## src/rtl/adder_delay_timer_if.sv

```systemverilog
// Bundle between the delay timer and its controller / instrumented adder chain.
// Controller-side modport is master, timer-side modport is slave.
interface adder_delay_timer_if #(
   parameter int CNT_W = 32
);
   // start and clear are single-cycle requests sampled on the rising clock
   // edge. They are acted on only in the state where they are meaningful and
   // are silently dropped elsewhere. There is no ready or back-pressure.
   logic             active;
   logic             start;
   logic             clear;
   logic [CNT_W-1:0] max_count;
   logic             chain_out;
   logic             chain_in;
   logic [CNT_W-1:0] count;
   logic             busy;
   logic             done;
   logic             timeout;

   modport master (
      output active, start, clear, max_count, chain_out,
      input  chain_in, count, busy, done, timeout
   );

   modport slave (
      input  active, start, clear, max_count, chain_out,
      output chain_in, count, busy, done, timeout
   );
endinterface

```

## src/rtl/adder_delay_timer.sv

```systemverilog
// Measures adder-chain propagation delay in wb_clk_i cycles, bounded by max_count.
// Define DELAY_TIMER_SYNC_EN to add a synchronizer stage on chain_out (+1 cycle).
module adder_delay_timer #(
   parameter int CNT_W = 32
) (
   input  logic                 wb_clk_i,
   input  logic                 wb_rst_i,
   adder_delay_timer_if.slave   bus,
   output logic [1:0]           dbg_state_o
);

   typedef enum logic [1:0] {
      IDLE = 2'd0,
      RUN  = 2'd1,
      DONE = 2'd2
   } state_t;

   state_t           state_q;
   logic [CNT_W-1:0] count_q;
   logic             timeout_q;
   logic             chain_in_q;
   logic             chain_q;
   logic             chain_prev_q;
   logic             rise;

`ifdef DELAY_TIMER_SYNC_EN
   // chain_out is asynchronous: meta_q is the first synchronizer stage and
   // chain_q doubles as the second.
   logic meta_q;

   always_ff @(posedge wb_clk_i) begin
      if (wb_rst_i) begin
         meta_q       <= 1'b0;
         chain_q      <= 1'b0;
         chain_prev_q <= 1'b0;
      end else begin
         meta_q       <= bus.chain_out;
         chain_q      <= meta_q;
         chain_prev_q <= chain_q;
      end
   end
`else
   always_ff @(posedge wb_clk_i) begin
      if (wb_rst_i) begin
         chain_q      <= 1'b0;
         chain_prev_q <= 1'b0;
      end else begin
         chain_q      <= bus.chain_out;
         chain_prev_q <= chain_q;
      end
   end
`endif

   assign rise = chain_q & ~chain_prev_q;

   // A rise seen in the same cycle the limit is reached takes priority, so a
   // chain finishing exactly at max_count still reports a valid result.
   always_ff @(posedge wb_clk_i) begin
      if (wb_rst_i) begin
         state_q    <= IDLE;
         count_q    <= '0;
         timeout_q  <= 1'b0;
         chain_in_q <= 1'b0;
      end else if (!bus.active) begin
         state_q    <= IDLE;
         chain_in_q <= 1'b0;
      end else begin
         case (state_q)
            IDLE: begin
               if (bus.start) begin
                  state_q    <= RUN;
                  count_q    <= '0;
                  timeout_q  <= 1'b0;
                  chain_in_q <= 1'b1;
               end
            end
            RUN: begin
               if (rise) begin
                  state_q    <= DONE;
                  timeout_q  <= 1'b0;
                  chain_in_q <= 1'b0;
               end else if (count_q == bus.max_count) begin
                  state_q    <= DONE;
                  count_q    <= bus.max_count;
                  timeout_q  <= 1'b1;
                  chain_in_q <= 1'b0;
               end else begin
                  count_q <= count_q + 1'b1;
               end
            end
            DONE: begin
               if (bus.clear) begin
                  state_q <= IDLE;
               end
            end
            default: begin
               state_q    <= IDLE;
               chain_in_q <= 1'b0;
            end
         endcase
      end
   end

   assign bus.chain_in = chain_in_q;
   assign bus.count    = count_q;
   assign bus.timeout  = timeout_q;
   assign bus.busy     = (state_q == RUN);
   assign bus.done     = (state_q == DONE);
   assign dbg_state_o  = state_q;

endmodule

```

## src/flat_wrapper.sv

```systemverilog
// flat-port wrapper written by rule: the top's interface ports become plain ports
module adder_delay_timer_flat 
#(
   parameter int CNT_W = 32
)
  (wb_clk_i, wb_rst_i, dbg_state_o, bus_active, bus_start, bus_clear, bus_max_count, bus_chain_out, bus_chain_in, bus_count, bus_busy, bus_done, bus_timeout);
  adder_delay_timer_if #(.CNT_W(CNT_W)) bus_i ();
  input  logic wb_clk_i;
  input  logic wb_rst_i;
  output logic [1:0] dbg_state_o;
  input wire logic [$bits(bus_i.active)-1:0] bus_active;
  input wire logic [$bits(bus_i.start)-1:0] bus_start;
  input wire logic [$bits(bus_i.clear)-1:0] bus_clear;
  input wire logic [$bits(bus_i.max_count)-1:0] bus_max_count;
  input wire logic [$bits(bus_i.chain_out)-1:0] bus_chain_out;
  output wire logic [$bits(bus_i.chain_in)-1:0] bus_chain_in;
  output wire logic [$bits(bus_i.count)-1:0] bus_count;
  output wire logic [$bits(bus_i.busy)-1:0] bus_busy;
  output wire logic [$bits(bus_i.done)-1:0] bus_done;
  output wire logic [$bits(bus_i.timeout)-1:0] bus_timeout;
  assign bus_i.active = bus_active;
  assign bus_i.start = bus_start;
  assign bus_i.clear = bus_clear;
  assign bus_i.max_count = bus_max_count;
  assign bus_i.chain_out = bus_chain_out;
  assign bus_chain_in = bus_i.chain_in;
  assign bus_count = bus_i.count;
  assign bus_busy = bus_i.busy;
  assign bus_done = bus_i.done;
  assign bus_timeout = bus_i.timeout;
  adder_delay_timer #(.CNT_W(CNT_W)) u_core (.wb_clk_i(wb_clk_i), .wb_rst_i(wb_rst_i), .bus(bus_i), .dbg_state_o(dbg_state_o));
endmodule
```

## config.mk

```make
export PLATFORM = sky130hd
export DESIGN_NAME = adder_delay_timer_flat
export DESIGN_NICKNAME = d
export VERILOG_FILES = /design/src/rtl/adder_delay_timer_if.sv /design/src/rtl/adder_delay_timer.sv /design/src/flat_wrapper.sv
export SDC_FILE = /design/constraint.sdc
export NUM_CORES = 1
export LEC_CHECK = 0
export ABC_AREA = 1
export CORE_UTILIZATION = 55
export DETAILED_ROUTE_END_ITERATION = 12
export PLACE_DENSITY = 0.87
export SKIP_LAST_GASP = 1
export SYNTH_ARGS = -nofsm -noshare
export SYNTH_HDL_FRONTEND = slang
export SYNTH_SLANG_ARGS = --single-unit
```

## constraint.sdc

```tcl
create_clock -name wb_clk_i -period 4.2 [get_ports wb_clk_i]
set_input_delay 0.84 -clock wb_clk_i [delete_from_list [all_inputs] [get_ports wb_clk_i]]
set_output_delay 0.84 -clock wb_clk_i [all_outputs]
set_load 0.01 [all_outputs]
```

==> results_dict.tcl, run 1 <==
set metrics [dict create \
    outcome "finished, final reports clean" \
    htree_levels 2 \
    ys_types 23 \
    ys_ff_latch 38 \
    cts_buffers 5 \
    fmax_mhz 355.9 \
    timing.rr.start "u_core.bus.count[2]$_SDFFE_PP0P_" \
    syn_area_per_cell_um2 5.575 \
    hp-start "u_core.chain_q$_SDFF_PP0_" \
    grt_start_max_net_pins 36 \
    routabilityCongestion 0.9633 \
    worstSetupPathType "in2reg" \
    rsz0062_at_grt "false" \
    fp.dieArea_mm2 0.006252 \
    powerDensity_mw_per_mm2 207.8 \
    cp_max_fo 35 \
    syn-cell-area_mm2 0.003267 \
    yosys_warnings 0 \
    drtIter0Drc 280 \
    fin_crit_ns 2.810 \
    ys_top_cells_by_area "nand2_1 27%, dfxtp_1 23%, nand3_1 8.9%, nor2_1 7.6%, inv_1 6.9%" \
    critPathCaptureType "flip-flop" \
    fin_nets 690 \
    grt_pass1_vias 3594 \
    finalSetupViolCount 0 \
    clk_path_buf_depth 2 \
    slew_headroom_pct 55.63 \
    yosysTopAreaCell "nand2_1" \
    vias 3920 \
    cts_tree "built" \
    post_drt_wl_per_cell_um 13.91 \
    cts.sinks 38 \
    overflow 0 \
    routed_via_density 5.414 \
    rows 27 \
    drv_cap 0 \
    ys.flop_type "dfxtp_1" \
    detail_route.drc_violations 0 \
    drt_pass1_iterations 6 \
    post_cts_buffers 0 \
    die_x_um 79.07 \
    hold_path_class "reg2reg" \
    yosysSeqAreaShare_pct 23.29 \
    gr-usage-all-layers_pct 34.36 \
    fin_ws_ns 1.390 \
    clock_skew_ns 0.004260 \
    syn_to_final_growth_pct 27.77 \
    fin_crit_sh_pct 66.89 \
    cts_hold_buf 0 \
    die_h_um 79.07 \
    startpoint "bus_max_count[29]" \
    worst_pin_slew_ns 0.6635 \
    port_buffers 75 \
    diodes 0 \
    worstPathArrival_ns 3.00 \
    startpoint_type "input pin" \
    antenna_found_initial 0 \
    syn-num-nets 625 \
    synth_edf_count 0 \
    drive_gt1_share_pct 3.221 \
    coreArea_mm2 0.005608 \
    maxSlewViolCount 0 \
    drtAntennaViolNets 0 \
    synth_cells 586 \
    wl_um 10070 \
    nFillCells 493 \
    irDropWorstVdd_uv 141.1 \
    clk-insertion-delay-late_ns 0.30 \
    place_hpwl_um 7691 \
    path_clk_slew_ns 0.08 \
    initial_core_util_pct 58.26 \
    cts-root-buf "clkbuf_8" \
    netlist.area_leader.share_pct 27.35 \
    ios 76 \
    async_flop_share_pct 0 \
    dp_slack_ns 1.130 \
    cts_resized 0 \
    p_leak_nw 1.626 \
    grt_pass1_wl_um 16920 \
    fin_setup_tns_ns 0 \
    cp.required_ns 4.39 \
    finalHoldViolCount 0 \
]
-- layout make-up --
class / instances / area, µm² / share of cell area (%)
Sequential cell: 38 / 760.7 / 18.23
Multi-Input combinational cell: 464 / 2160 / 51.74
Tap cell: 72 / 90.09 / 2.158
Clock buffer: 6 / 82.58 / 1.978
Clock inverter: 2 / 60.06 / 1.439
Inverter: 62 / 232.7 / 5.576
Timing Repair Buffer: 80 / 788.3 / 18.88
-- flip-flops by register name (all words and copies together), names as in the netlist --
| register | cells |
|---|---|
| u_core.bus.timeout | 1 |
| u_core.dbg_state_o | 2 |
| u_core.bus.chain_in | 1 |
| u_core.chain_q | 1 |
| u_core.chain_prev_q | 1 |
| u_core.bus.count | 32 |
-- layer usage --
metal	GRT usage, %	wire (µm)	vias to the layer above
met3	3.908	656	21
li1	-	-	1943
met5	0	0	-
met4	10.91	229	0
met1	44.72	4462	1759
met2	58.88	4725	197
-- cell usage in the layout, fill, tap and decap left out, types with 5 or more instances in the layout --
| master | count |
|---|---|
| nand2_1 | 238 |
| clkdlybuf4s50_1 | 75 |
| nor2_1 | 65 |
| inv_1 | 60 |
| nand3_1 | 58 |
| dfxtp_1 | 38 |
| a21oi_1 | 36 |
| xnor2_1 | 23 |
| nand3b_1 | 21 |
| xor2_1 | 10 |
| clkbuf_8 | 6 |
| buf_4 | 5 |
-- cells in the mapped netlist (all sizes together), types with 2 or more instances --
cell and instances:
o21ai 2, buf 15, xor2 10, inv 62, nor2 69, xnor2 23, dfxtp 38, clkbuf 7
nor3 2, nand3b 21, nand2 239, a21oi 36, nand3 58
-- power by group --
part           leakage, nW  internal [mW]  switching [mW]
sequential           0.307          0.363         0.00220
clock               0.0714          0.254           0.145
combinational         1.25         0.0539          0.0495
total                 1.63          0.670           0.197
-- through the flow --
stage | hold slack, ns | instance area [µm²] | util (%) | instances | power (mW)
final | 0.4419 | 4174 | 74.43 | 724 | 0.8672
after global routing | 0.4797 | 4174 | 74.43 | 724 | 0.8972
after CTS | 0.4398 | 4174 | 74.43 | 724 | 0.8680
after detailed placement | 0.4284 | 4031 | 71.89 | 716 | 0.4752
after global placement | 0.4177 | 4031 | 71.89 | 716 | 0.4730
after floorplan | 0.4107 | 3267 | - | 586 | 0.4189
-- path summary, 6_finish.rpt --
| path | cells past startpoint | to | slack (ns) |
|---|---|---|---|
| hold reg to reg | 2 | u_core.chain_prev_q$_SDFF_PP0_ | 0.44 |
| setup reg to reg | 10 | u_core.bus.chain_in$_SDFFE_PP0P_ | 1.90 |
| hold / removal | 2 | u_core.chain_prev_q$_SDFF_PP0_ | 0.44 |
| setup / recovery | 12 | u_core.bus.chain_in$_SDFFE_PP0P_ | 1.39 |
-- critical path: stages --
cell and delay [ns]:
clkdlybuf4s50_1 0.49, nand2_1 0.07, nand2_1 0.07, nand2_1 0.05, nor2_1 0.17, nand2_1 0.12, nor2_4 0.45, nand2_4 0.34
nand2_1 0.19, nand2_1 0.07, nand2_1 0.06, a21oi_1 0.06
-- cell families (layout without fill, tap and decap cells) --
| group | after synthesis | after routing | synth area share [%] |
|---|---|---|---|
| compound gates | 40 | 40 | 6.319 |
| xor+xnor | 33 | 33 | 8.847 |
| fa+ha+maj | 1 | 1 | 0.3829 |
| buf+inv | 84 | 150 | 10.80 |
| flops | 38 | 38 | 23.29 |
| simple gates | 390 | 390 | 50.36 |
No activity file was read; power rests on OpenSTA's default activity.
==> run 2, diff against run 1 <==
--- a/config.mk
+++ b/config.mk
@@ -6,9 +6,9 @@
 export NUM_CORES = 1
 export LEC_CHECK = 0
 export ABC_AREA = 1
-export CORE_UTILIZATION = 55
+export CORE_UTILIZATION = 51
 export DETAILED_ROUTE_END_ITERATION = 12
-export PLACE_DENSITY = 0.87
+export PLACE_DENSITY = 0.81
 export SKIP_LAST_GASP = 1
 export SYNTH_ARGS = -nofsm -noshare
 export SYNTH_HDL_FRONTEND = slang
==> constraint.sdc (replaced) <==
create_clock -name wb_clk_i -period 2.6 [get_ports wb_clk_i]
set_input_delay 0.52 -clock wb_clk_i [delete_from_list [all_inputs] [get_ports wb_clk_i]]
set_output_delay 0.52 -clock wb_clk_i [all_outputs]
set_load 0.01 [all_outputs]
==> run 2 against run 1 <==
  * Combinational power increased by 62%
  * Die area is 7.6% higher
  * Total power is 37% higher
  * Non-clock buffer count grew 6
  * First-iteration DRC count fell by 2.9%
  * Register-to-register slack worse by 1.3 ns
==> results_dict.tcl, run 2 (same netlist as run 1, synthesis figures left out) <==
set metrics [dict create \
    clk-insertion-delay-late_ns 0.29 \
    clock_skew_ns 0.006467 \
    maxSlewViolCount 0 \
    cp.required_ns 2.82 \
    cp_max_fo 35 \
    powerDensity_mw_per_mm2 284.8 \
    post_cts_buffers 0 \
    diodes 0 \
    coreArea_mm2 0.006061 \
    rsz0062_at_grt "false" \
    routed_via_density 5.347 \
    htree_levels 2 \
    ios 76 \
    fin_setup_tns_ns 0 \
    cts-root-buf "clkbuf_8" \
    drtAntennaViolNets 0 \
    wl_met2_um 4663 \
    clk_path_buf_depth 2 \
    dr_wl_met3_um 772 \
    antenna_found_initial 0 \
    place_hpwl_um 7737 \
    met1Wirelength_um 4574 \
    overflow 0 \
    holdPathStages 2 \
    worstPathArrival_ns 2.35 \
    fin_crit_sh_pct 81.91 \
    irDropWorstVdd_uv 278.3 \
    cts.sinks 38 \
    p_leak_nw 1.635 \
    finalHoldViolCount 0 \
    die_x_um 82.04 \
    detail_route.drc_violations 0 \
    outcome "finished, final reports clean" \
    worstSetupPathType "in2reg" \
    fin_nets 696 \
    grt_start_max_net_pins 36 \
    grt_pass1_vias 3415 \
    gr-usage-all-layers_pct 31.37 \
    drv_cap 0 \
    rr_worst_depth 10 \
    top_layer_used "met4" \
    hold_path_class "reg2reg" \
    mostFrequentLayoutCells "238 x nand2_1, 75 x clkdlybuf4s50_1, 65 x nor2_1" \
    finalSetupViolCount 0 \
    startpoint_type "input pin" \
    fmax_mhz 469.6 \
    slew_headroom_pct 71.04 \
    cts_buffers 5 \
    fin_crit_ns 2.130 \
    drtIter0Drc 272 \
    fp.dieArea_mm2 0.006730 \
    critPathCaptureType "flip-flop" \
    grt_pass1_wl_um 16150 \
    largest_register_ffs 32 \
    cts_resized 0 \
    port_buffers 75 \
    cts_tree "built" \
    die_h_um 82.04 \
    wl_um 10190 \
    path_clk_slew_ns 0.08 \
    cts_hold_buf 0 \
    initial_core_util_pct 53.90 \
    vias 3919 \
    drt_pass1_iterations 7 \
    post_drt_wl_per_cell_um 13.90 \
    final_common_cell "nand2_1" \
    rows 28 \
    routabilityCongestion 0.9550 \
    syn_to_final_growth_pct 27.69 \
    finalPower_mw 1.188 \
    worst_pin_slew_ns 0.4310 \
    drive_gt1_share_pct 3.951 \
]
[run 2: report_power, final]
| group | switching (mW) | internal [mW] | total, mW | leakage (nW) |
|---|---|---|---|---|
| clock | 0.218 | 0.214 | 0.432 | 0.0482 |
| sequential | 0.00363 | 0.586 | 0.589 | 0.307 |
| combinational | 0.0791 | 0.0875 | 0.167 | 1.28 |
| total | 0.300 | 0.888 | 1.19 | 1.64 |
[run 2: worst paths after layout]
kind | start | end | slack [ns]
worst min-delay path | u_core.chain_q$_SDFF_PP0_ | u_core.chain_prev_q$_SDFF_PP0_ | 0.44
worst min register to register | u_core.chain_q$_SDFF_PP0_ | u_core.chain_prev_q$_SDFF_PP0_ | 0.44
worst max register to register | u_core.bus.count[0]$_SDFFE_PP0P_ | u_core.bus.count[20]$_SDFFE_PP0P_ | 0.63
worst max-delay path | bus_max_count[0] | u_core.bus.count[10]$_SDFFE_PP0P_ | 0.47
[run 2: final cells by class]
| class | instances | area (µm²) |
|---|---|---|
| clock inverters | 1 | 5.005 |
| flip-flops and latches | 38 | 760.7 |
| multi-input cells | 464 | 2160 |
| clock buffers | 7 | 86.33 |
| fillers | 566 | 1889 |
| inverters | 62 | 232.7 |
| repair buffers | 86 | 833.3 |
| well taps | 75 | 93.84 |
[run 2: worst max-delay path: stages]
cell and delay [ns]:
clkdlybuf4s50_1 0.43, inv_1 0.09, nand2_1 0.06, nand2_1 0.05, nand2_1 0.06, nor2_1 0.21
nand2_1 0.13, nor2_4 0.18, nand2_4 0.24, nand2_1 0.17, nand3_1 0.09, a21oi_1 0.12
[run 2: metal layers]
layer | track usage, % | vias up
li1 | - | 1957
met1 | 42.18 | 1753
met2 | 51.90 | 189
met3 | 4.444 | 20
met4 | 8.421 | 0
met5 | 0 | -
[run 2: per-stage QoR]
step | area, µm² | hold WS, ns | setup slack, ns | cells | utilization [%]
floorplan | 3267 | 0.4107 | 0.8755 | 586 | -
global placement | 4080 | 0.4214 | 0.2199 | 725 | 67.32
detailed placement | 4080 | 0.4339 | 0.1847 | 725 | 67.32
CTS | 4172 | 0.4459 | 0.4728 | 733 | 68.83
global route | 4172 | 0.4814 | 0.2612 | 733 | 68.83
finish | 4172 | 0.4416 | 0.4704 | 733 | 68.83
==> run 3, diff against run 2 <==
--- a/config.mk
+++ b/config.mk
@@ -6,9 +6,9 @@
 export NUM_CORES = 1
 export LEC_CHECK = 0
 export ABC_AREA = 1
-export CORE_UTILIZATION = 51
+export CORE_UTILIZATION = 46
 export DETAILED_ROUTE_END_ITERATION = 12
-export PLACE_DENSITY = 0.81
+export PLACE_DENSITY = 0.77
 export SKIP_LAST_GASP = 1
 export SYNTH_ARGS = -nofsm -noshare
 export SYNTH_HDL_FRONTEND = slang
==> constraint.sdc (replaced) <==
create_clock -name wb_clk_i -period 1.9 [get_ports wb_clk_i]
set_input_delay 0.38 -clock wb_clk_i [delete_from_list [all_inputs] [get_ports wb_clk_i]]
set_output_delay 0.38 -clock wb_clk_i [all_outputs]
set_load 0.01 [all_outputs]
==> run 3 against run 2 <==
  * Global-route usage down 1.4 points
  * Flip-flop and latch count unchanged
  * Setup slack worse by 0.44 ns
  * Non-clock buffer count up 31
  * First-iteration DRC count up 41%
  * Sequential share of layout area down 1.8 points
  * Largest cell class unchanged
  * Core utilization down 0.53 points
==> results_dict.tcl, run 3 (same netlist as run 1, synthesis figures left out) <==
set metrics [dict create \
    cp_common_cell "nand2_1" \
    clock_skew_ns 0.004426 \
    powerDensity_mw_per_mm2 383.8 \
    cp.required_ns 2.10 \
    fin_ws_ns 0.02684 \
    port_buffers 75 \
    drt_pass1_iterations 5 \
    worst_pin_slew_ns 0.3586 \
    dr_wl_met3_um 724 \
    grt_start_max_net_pins 36 \
    worst_path_max_delay_cell "clkdlybuf4s50_1" \
    antenna_found_initial 0 \
    gr-usage-all-layers_pct 30.00 \
    slew_headroom_pct 76.01 \
    fmax_mhz 533.9 \
    fin_crit_ns 1.873 \
    dp_slack_ns -0.4273 \
    finalSetupViolCount 0 \
    post-place-cells 773 \
    syn_to_final_growth_pct 42.82 \
    coreArea_mm2 0.006832 \
    fin_crit_sh_pct 98.59 \
    wl_um 10840 \
    worstSetupPathType "in2reg" \
    maxSlewViolCount 0 \
    vias 4092 \
    rsz0062_at_grt "true" \
    finalPower_mw 1.791 \
    drtAntennaViolNets 0 \
    htree_levels 2 \
    drive_gt1_share_pct 12.88 \
    routed_via_density 5.199 \
    cts-root-buf "clkbuf_8" \
    fin_nets 729 \
    ios 76 \
    cts.sinks 38 \
    met1Wirelength_um 4742 \
    overflow 0 \
    die_h_um 86.27 \
    wl_met2_um 5222 \
    die_x_um 86.27 \
    cp_max_fo 12 \
    clk-insertion-delay-late_ns 0.31 \
    fin_setup_tns_ns 0 \
    initial_core_util_pct 47.82 \
    detail_route.drc_violations 0 \
    finalHoldViolCount 0 \
    place_hpwl_um 7687 \
    grt_pass1_wl_um 17770 \
    hold_path_class "reg2reg" \
    drtIter0Drc 384 \
    irDropWorstVdd_uv 354.1 \
    clk_path_buf_depth 2 \
    p_leak_nw 1.909 \
    fin_cells 787 \
    fp.dieArea_mm2 0.007443 \
    critPathCaptureType "flip-flop" \
    rows 30 \
    cts_buffers 5 \
    startpoint_type "input pin" \
    post_drt_wl_per_cell_um 13.77 \
    cpPeakStageDelay_ns 0.49 \
    diodes 0 \
    path_clk_slew_ns 0.08 \
    worstPathCellList "clkdlybuf4s50_1 > xnor2_1 > nand2_1 > nor2_2 > nand2_1 > nor2_4 > buf_6 > buf_12 > nand3b_1 > nand3_1 > a21oi_2" \
    largest_register_ffs 32 \
    grt_pass1_vias 3816 \
    drv_cap 0 \
    cts_hold_buf 0 \
    final_common_cell "nand2_1" \
    cts_tree "built" \
    mostFrequentLayoutCells "234 x nand2_1, 68 x clkdlybuf4s50_1, 58 x inv_1, 58 x nand3_1, 56 x nor2_1" \
    routabilityCongestion 0.9582 \
    outcome "finished, final reports clean" \
    worstPathArrival_ns 2.07 \
    top_layer_used "met4" \
]
[run 3: cell count changes in the layout (fill, tap and decap cells not counted), sizes merged]
cell / previous run / this run
buf: 11 / 42
bufinv: 0 / 1
clkbuf: 7 / 5
clkdlybuf4s50: 75 / 68
clkinv: 1 / 2
dlymetal6s2s: 0 / 7
nand2: 239 / 241
[run 3: timing repair]
action | 4_1_cts | 5_1_grt
setup endpoints to repair | 36 | 37
cloned | 1 | 1
gates resized for setup | 4 | 37
setup buffers | 5 | 0
pin swaps | 5 | 7
hold endpoints to repair | 0 | 0
[run 3: power breakdown]
group          switching, mW  internal, mW  total, mW
clock                  0.329         0.387      0.716
combinational          0.121         0.148      0.268
sequential           0.00486         0.802      0.807
[run 3: critical path: cells and delay by family]
kind | cells | cell delay [ns]
compound gates | 1 | 0.06
simple gates | 6 | 0.75
xor+xnor | 1 | 0.12
buf+inv | 3 | 0.77
[run 3: area by class of cell]
| type | count | area (µm²) |
|---|---|---|
| inverters | 62 | 232.7 |
| repair buffers | 117 | 1170 |
| clock inverters | 3 | 40.04 |
| multi-input cells | 466 | 2266 |
| fillers | 659 | 2166 |
| flip-flops and latches | 38 | 768.2 |
| well taps | 96 | 120.1 |
| clock buffers | 5 | 68.82 |
[run 3: routing by layer]
| layer | vias up | global-route usage (%) |
|---|---|---|
| li1 | 2030 | - |
| met1 | 1889 | 38.45 |
| met2 | 159 | 52.38 |
| met3 | 14 | 4.381 |
| met4 | 0 | 8.333 |
| met5 | - | 0 |
[run 3: stage by stage]
step	utilization, %	cell area (µm²)	hold slack (ns)
floorplan	-	3267	0.4107
global placement	63.99	4372	0.4143
detailed placement	63.99	4372	0.4197
CTS	66.74	4559	0.4321
global route	68.30	4666	0.4781
finish	68.30	4666	0.4325
[run 3: worst paths after layout]
path                            slack (ns)                                 to  depth (start not counted)                              start
worst max-delay path                  0.03  u_core.bus.count[12]$_SDFFE_PP0P_                         11                  bus_max_count[12]
worst min-delay path                  0.43     u_core.chain_prev_q$_SDFF_PP0_                          2          u_core.chain_q$_SDFF_PP0_
worst max register to register        0.08  u_core.bus.count[12]$_SDFFE_PP0P_                         10  u_core.bus.count[12]$_SDFFE_PP0P_
worst min register to register        0.43     u_core.chain_prev_q$_SDFF_PP0_                          2          u_core.chain_q$_SDFF_PP0_
